$ cat src/rtl/display_history_pkg.sv
// display_history_pkg: history depth, word width and view-state type shared by the
// CPU top, the seven-segment wiring and the display history block.
package display_history_pkg;
   localparam int HIST_DEPTH  = 8;
   localparam int HIST_DATA_W = 12;
   typedef enum logic {VIEW_LIVE, VIEW_BROWSE} view_state_e;
endpackage

$ cat src/rtl/display_history_button_debounce.sv
// button_debounce: 2-FF synchroniser, stability counter and rising-edge press pulse
// for one raw pushbutton.
module button_debounce #(
   parameter int DEBOUNCE_W = 16
) (
   input  logic clk,
   input  logic rst_n,
   input  logic btn_i,
   output logic press_o
);
   localparam logic [DEBOUNCE_W-1:0] ONES = '1;
   logic [1:0]            sync_q, sync_d;
   logic                  last_q, last_d;
   logic [DEBOUNCE_W-1:0] cnt_q, cnt_d;
   logic                  level_q, level_d;
   logic                  press_q, press_d;
   always_comb begin
      sync_d  = {sync_q[0], btn_i};
      last_d  = sync_q[1];
      // any change of the synchronised level restarts the stability count
      cnt_d   = (sync_q[1] != last_q) ? '0 : (cnt_q == ONES) ? cnt_q : cnt_q + 1'b1;
      level_d = (cnt_q == ONES) ? last_q : level_q;
      press_d = level_d & ~level_q;
   end
   always_ff @(posedge clk or negedge rst_n) begin
      if (!rst_n) begin
         sync_q  <= '0;
         last_q  <= 1'b0;
         cnt_q   <= '0;
         level_q <= 1'b0;
         press_q <= 1'b0;
      end else begin
         sync_q  <= sync_d;
         last_q  <= last_d;
         cnt_q   <= cnt_d;
         level_q <= level_d;
         press_q <= press_d;
      end
   end
   assign press_o = press_q;
endmodule

$ cat src/rtl/display_history.sv
// display_history: ring of recent CPU output words with a live/browse view for the
// seven-segment driver, stepped by two debounced buttons.
module display_history
   import display_history_pkg::*;
#(
   parameter int DEPTH      = HIST_DEPTH,
   parameter int DATA_W     = HIST_DATA_W,
   parameter int DEBOUNCE_W = 16
) (
   input  logic              clk,
   input  logic              rst_n,
   input  logic              out_valid,
   input  logic [DATA_W-1:0] out_data,
   input  logic              btn_prev,
   input  logic              btn_next,
   output logic [DATA_W-1:0] disp_data,
   output logic              live,
   output logic [3:0]        offset,
   output logic [4:0]        count,
   output logic              overflow
);
   localparam int PW = $clog2(DEPTH);
   localparam int CW = PW + 1;
   localparam logic [CW-1:0] FULL    = CW'(DEPTH);
   localparam logic [3:0]    OFF_MAX = 4'(DEPTH - 1);
   logic [DATA_W-1:0] mem_q [DEPTH];
   logic [PW-1:0]     wp_q, wp_d, rd_idx;
   logic [CW-1:0]     count_q, count_d;
   logic [3:0]        offset_q, offset_d;
   view_state_e       state_q, state_d;
   logic              overflow_q, overflow_d;
   logic [DATA_W-1:0] disp_q, disp_d;
   logic              press_prev, press_next, go_prev, go_next;
   button_debounce #(.DEBOUNCE_W(DEBOUNCE_W)) u_prev (
      .clk(clk), .rst_n(rst_n), .btn_i(btn_prev), .press_o(press_prev)
   );
   button_debounce #(.DEBOUNCE_W(DEBOUNCE_W)) u_next (
      .clk(clk), .rst_n(rst_n), .btn_i(btn_next), .press_o(press_next)
   );
   always_comb begin
      go_prev  = press_prev & ~press_next;
      go_next  = press_next & ~press_prev;
      state_d  = state_q;
      offset_d = offset_q;
      if (go_prev && (5'(offset_q) + 5'd1 < 5'(count_q))) begin
         state_d  = VIEW_BROWSE;
         offset_d = offset_q + 4'd1;
      end
      if (go_next) begin
         if (offset_q != 4'd0) offset_d = offset_q - 4'd1;
         else                  state_d  = VIEW_LIVE;
      end
      // a write while browsing keeps the viewed entry pinned, clamping at the oldest
      if (out_valid && state_d == VIEW_BROWSE)
         offset_d = (offset_d == OFF_MAX) ? OFF_MAX : offset_d + 4'd1;
      wp_d       = out_valid ? wp_q + PW'(1) : wp_q;
      count_d    = (out_valid && count_q != FULL) ? count_q + CW'(1) : count_q;
      overflow_d = overflow_q | (out_valid && count_q == FULL);
      rd_idx     = wp_d - PW'(1) - offset_d[PW-1:0];
      // the word being written this cycle is not yet in the ring, so bypass it
      disp_d     = (count_d == '0) ? '0 :
                   (out_valid && rd_idx == wp_q) ? out_data : mem_q[rd_idx];
   end
   always_ff @(posedge clk) begin
      if (out_valid) mem_q[wp_q] <= out_data;
   end
   always_ff @(posedge clk or negedge rst_n) begin
      if (!rst_n) begin
         wp_q       <= '0;
         count_q    <= '0;
         offset_q   <= '0;
         state_q    <= VIEW_LIVE;
         overflow_q <= 1'b0;
         disp_q     <= '0;
      end else begin
         wp_q       <= wp_d;
         count_q    <= count_d;
         offset_q   <= offset_d;
         state_q    <= state_d;
         overflow_q <= overflow_d;
         disp_q     <= disp_d;
      end
   end
   assign disp_data = disp_q;
   assign live      = (state_q == VIEW_LIVE);
   assign offset    = offset_q;
   assign count     = 5'(count_q);
   assign overflow  = overflow_q;
endmodule

$ cat config.mk
export PLATFORM = sky130hd
export DESIGN_NAME = display_history
export DESIGN_NICKNAME = d
export VERILOG_FILES = /design/src/rtl/display_history_pkg.sv /design/src/rtl/display_history_button_debounce.sv /design/src/rtl/display_history.sv
export SDC_FILE = /design/constraint.sdc
export NUM_CORES = 1
export LEC_CHECK = 0
export ABC_AREA = 1
export BUFFER_PORTS_ARGS = -buffer_cell sky130_fd_sc_hd__buf_2
export CAP_MARGIN = 40
export CORE_ASPECT_RATIO = 1.4
export CORE_MARGIN = 2
export CORE_UTILIZATION = 40
export CTS_CLUSTER_DIAMETER = 80
export DETAILED_ROUTE_END_ITERATION = 8
export GPL_TIMING_DRIVEN = 1
export PLACE_DENSITY = 0.65
export SYNTH_ARGS = -nofsm -noshare
export SYNTH_HDL_FRONTEND = slang
export SYNTH_SLANG_ARGS = --single-unit
$ cat constraint.sdc
create_clock -name clk -period 7.1 [get_ports clk]
set_input_delay 1.42 -clock clk [delete_from_list [all_inputs] [get_ports clk]]
set_output_delay 1.42 -clock clk [all_outputs]
set_load 0.005 [all_outputs]
==> metrics.cfg <==
[sta]
fmax_ghz = 0.179
hold_slack_ns = 0.348
setup_tns_ns = 0
final-hold-violation-count = 0
drv_slew = 0
final.min_clock_period_ns = 5.60
grt_setup_unrepaired = no
finalSetupViolations = 0
max_slew_margin_pct = 39.4
period_share_pct = 78.8
fin_skew_ns = 0.00802
tightest_slew_ns = 0.908

[floorplan]
core_um2 = 18500
rows = 59
chipHeight_um = 166
die_width_um = 120
pin_count = 40
initial_core_util_pct = 40.5
dieArea_um2 = 19900

[cts]
cts-root-buf = clkbuf_16
clk_path_buf_depth = 2
clock_latency_ns = 0.43
cts_num_sinks = 163
ctsResizeCount = 0
htreeDepth = 4
path_clk_slew_ns = 0.06
cts_tree = done
cts_post_setup_buffers_inserted = 0
ctsHoldBuffers = 0
numCtsBuffers = 17

[drt]
drtIter0Drc = 226
post_drt_wl_per_cell_um = 14.9
via_count = 5219
ant_nets = 0
post-route-drc-count = 0
wirelength_mm = 15.7
firstDrtPassIters = 5
viasPerCell = 4.96

[setup_path]
r2r-start = offset[2]
rr_endpoint = disp_data[6]
end_kind = flip-flop
start_kind = flip-flop
worst_r2r_path_depth = 26
arrival_ns = 5.96
reg2reg_setup_slack_ns = 1.50
cp-startpoint = offset[2]
critPathMaxFanout = 47
path_class = reg -> reg
cp.required_ns = 7.46

[hold_path]
holdCritPathClass = reg -> reg
whs_endpoint = u_next.sync_q[1]
hp-start = u_next.sync_q[0]
whs_path_depth = 0

[power]
p_per_area_nw_per_um2 = 386
p_leak_nw = 3.63
ir_worst_vdd_mv = 0.220

[grt]
grt_pass1_vias = 5278
top_usage_layer = met2
gr-usage-all-layers_pct = 17.0
antenna_found_initial = 0
grt_pass1_wl_mm = 26.1
use_met1_pct = 19.7
groute.layer.met3.usage_pct = 3.81
grtUsageMet2_pct = 29.0
grt_max_degree = 48
grt_overflow = 0

[yosys]
synth-edff-count = 96
yosys_warnings = 0
synth_ff_type = edfxtp_1
async_flop_share_pct = 41.1
synth-seq-cells = 163
synth_nets = 782
syn_avg_cell_area_um2 = 9.98
ys_seq_area_share_pct = 60.8
postSynthCellCount = 752
synth_cell_type_count = 48
synth_area_um2 = 7500

[final_layout]
final_cell_mix = nand2_1 (185), inv_1 (104), edfxtp_1 (96)
final_common_cell = nand2_1
final_nets = 825
finalInstanceArea_um2 = 8570
area_growth_pct = 14.2
drive_gt1_share_pct = 12.1
multi_input_area_um2 = 2420
n_antenna_cell = 0
regArea_um2 = 4560
fillers = 1724
utilization_pct = 46.3

[run]
max-cap-violations = 0

[placed_design]
place.gp.congestion = 0.799
dpl-instance-area_um2 = 8000
numPortBuffers = 38
dpl.hpwl_mm = 10.8

[status]
status = finished, final reports clean

synth_stat cells, drive strengths merged (2+ instances only):
library cell	instances	share of area [%]
nand2	192	10
buf	10	0.95
o22ai	2	0.17
xnor2	2	0.23
a31oi	5	0.70
nand3	42	3.2
and3	2	0.17
dfrtp	67	22
xor2	11	1.3
a211oi	7	0.70
a311oi	2	0.23
nand4	2	0.17
a32o	22	2.9
edfxtp	96	38
nor3	23	1.5
a21oi	40	2.7
inv	105	5.3
nor2	50	2.5
a221oi	2	0.32
clkbuf	17	0.85
ha	12	2.0
o21ai	24	1.7
nor4	5	0.42
logic make-up after synthesis:
family	share of synthesized area, %
flip-flops	60.8
multiplexers	0.133
AND/OR/NAND/NOR	18.2
adder cells (fa/ha/maj)	2.27
AO/OA/AOI/OAI	10.0
other	0.0500
XOR/XNOR	1.52
buffers and inverters	7.10
critical path: stages (launching register included):
cell	delay (ns)
dfrtp_1	0.53
nand3_1	0.16
xor2_1	0.22
inv_1	0.07
ha_1	0.16
nand3b_1	0.19
a31oi_4	0.23
nand2_4	0.11
o211ai_1	0.16
o21ai_0	0.10
inv_1	0.10
ha_1	0.14
inv_1	0.07
nor3_1	0.26
inv_1	0.09
nand2_1	0.06
nand2_1	0.07
ha_1	0.21
fa_1	0.49
inv_1	0.07
buf_4	0.42
nand2_1	0.12
a221oi_2	0.79
nand3_2	0.38
nand2_1	0.14
inv_1	0.05
nor2_1	0.10
power breakdown:
| part | switching (W) | total (W) | internal, W | leakage, nW |
|---|---|---|---|---|
| combinational | 0.000771 | 0.00118 | 0.000409 | 1.64 |
| sequential | 0.0000719 | 0.00123 | 0.00116 | 1.73 |
| clock | 0.000373 | 0.000893 | 0.000520 | 0.266 |
per-stage QoR:
| stage | std cells | power, W | setup slack (ns) |
|---|---|---|---|
| 5_1_grt | 1052 | 0.00355 | 0.878 |
| 2_1_floorplan | 752 | 0.00212 | 2.74 |
| 6_report | 1052 | 0.00331 | 1.50 |
| 3_5_place_dp | 1020 | 0.00245 | 1.52 |
| 3_3_place_gp | 1015 | 0.00243 | 1.76 |
| 4_1_cts | 1052 | 0.00334 | 1.43 |
sequential cells by signal (all words and copies together) (netlist names), 2 cells and up:
name / count
count_q: 4
disp_data: 12
mem_q: 96
offset: 4
u_next.cnt_q: 16
u_next.sync_q: 2
u_prev.cnt_q: 16
u_prev.sync_q: 2
wp_q: 3
metal layers:
layer | vias up | wire length, um
met1 | 2450 | 6530
li1 | 2612 | -
met3 | 42 | 673
met2 | 115 | 7870
met5 | - | 0
met4 | 0 | 636
worst max-delay path by stage:
stage                          endpoint  slack, ns  cells after the start
after floorplan           disp_data[10]       2.74                     30
after CTS                  disp_data[6]       1.43                     26
final                      disp_data[6]       1.50                     26
after global routing      disp_data[10]       0.88                     26
after global placement     disp_data[8]       1.76                     26
after detailed placement   disp_data[8]       1.52                     26
final cells by class:
| cell class | count | area share [%] |
|---|---|---|
| timing repair buffer | 51 | 3.75 |
| sequential | 163 | 53.2 |
| clock buffer | 21 | 5.14 |
| inverter | 106 | 4.64 |
| clock inverter | 11 | 1.49 |
| multi-input combinational | 456 | 28.2 |
| tap | 244 | 3.56 |
Power figures use the tool's default switching activity.
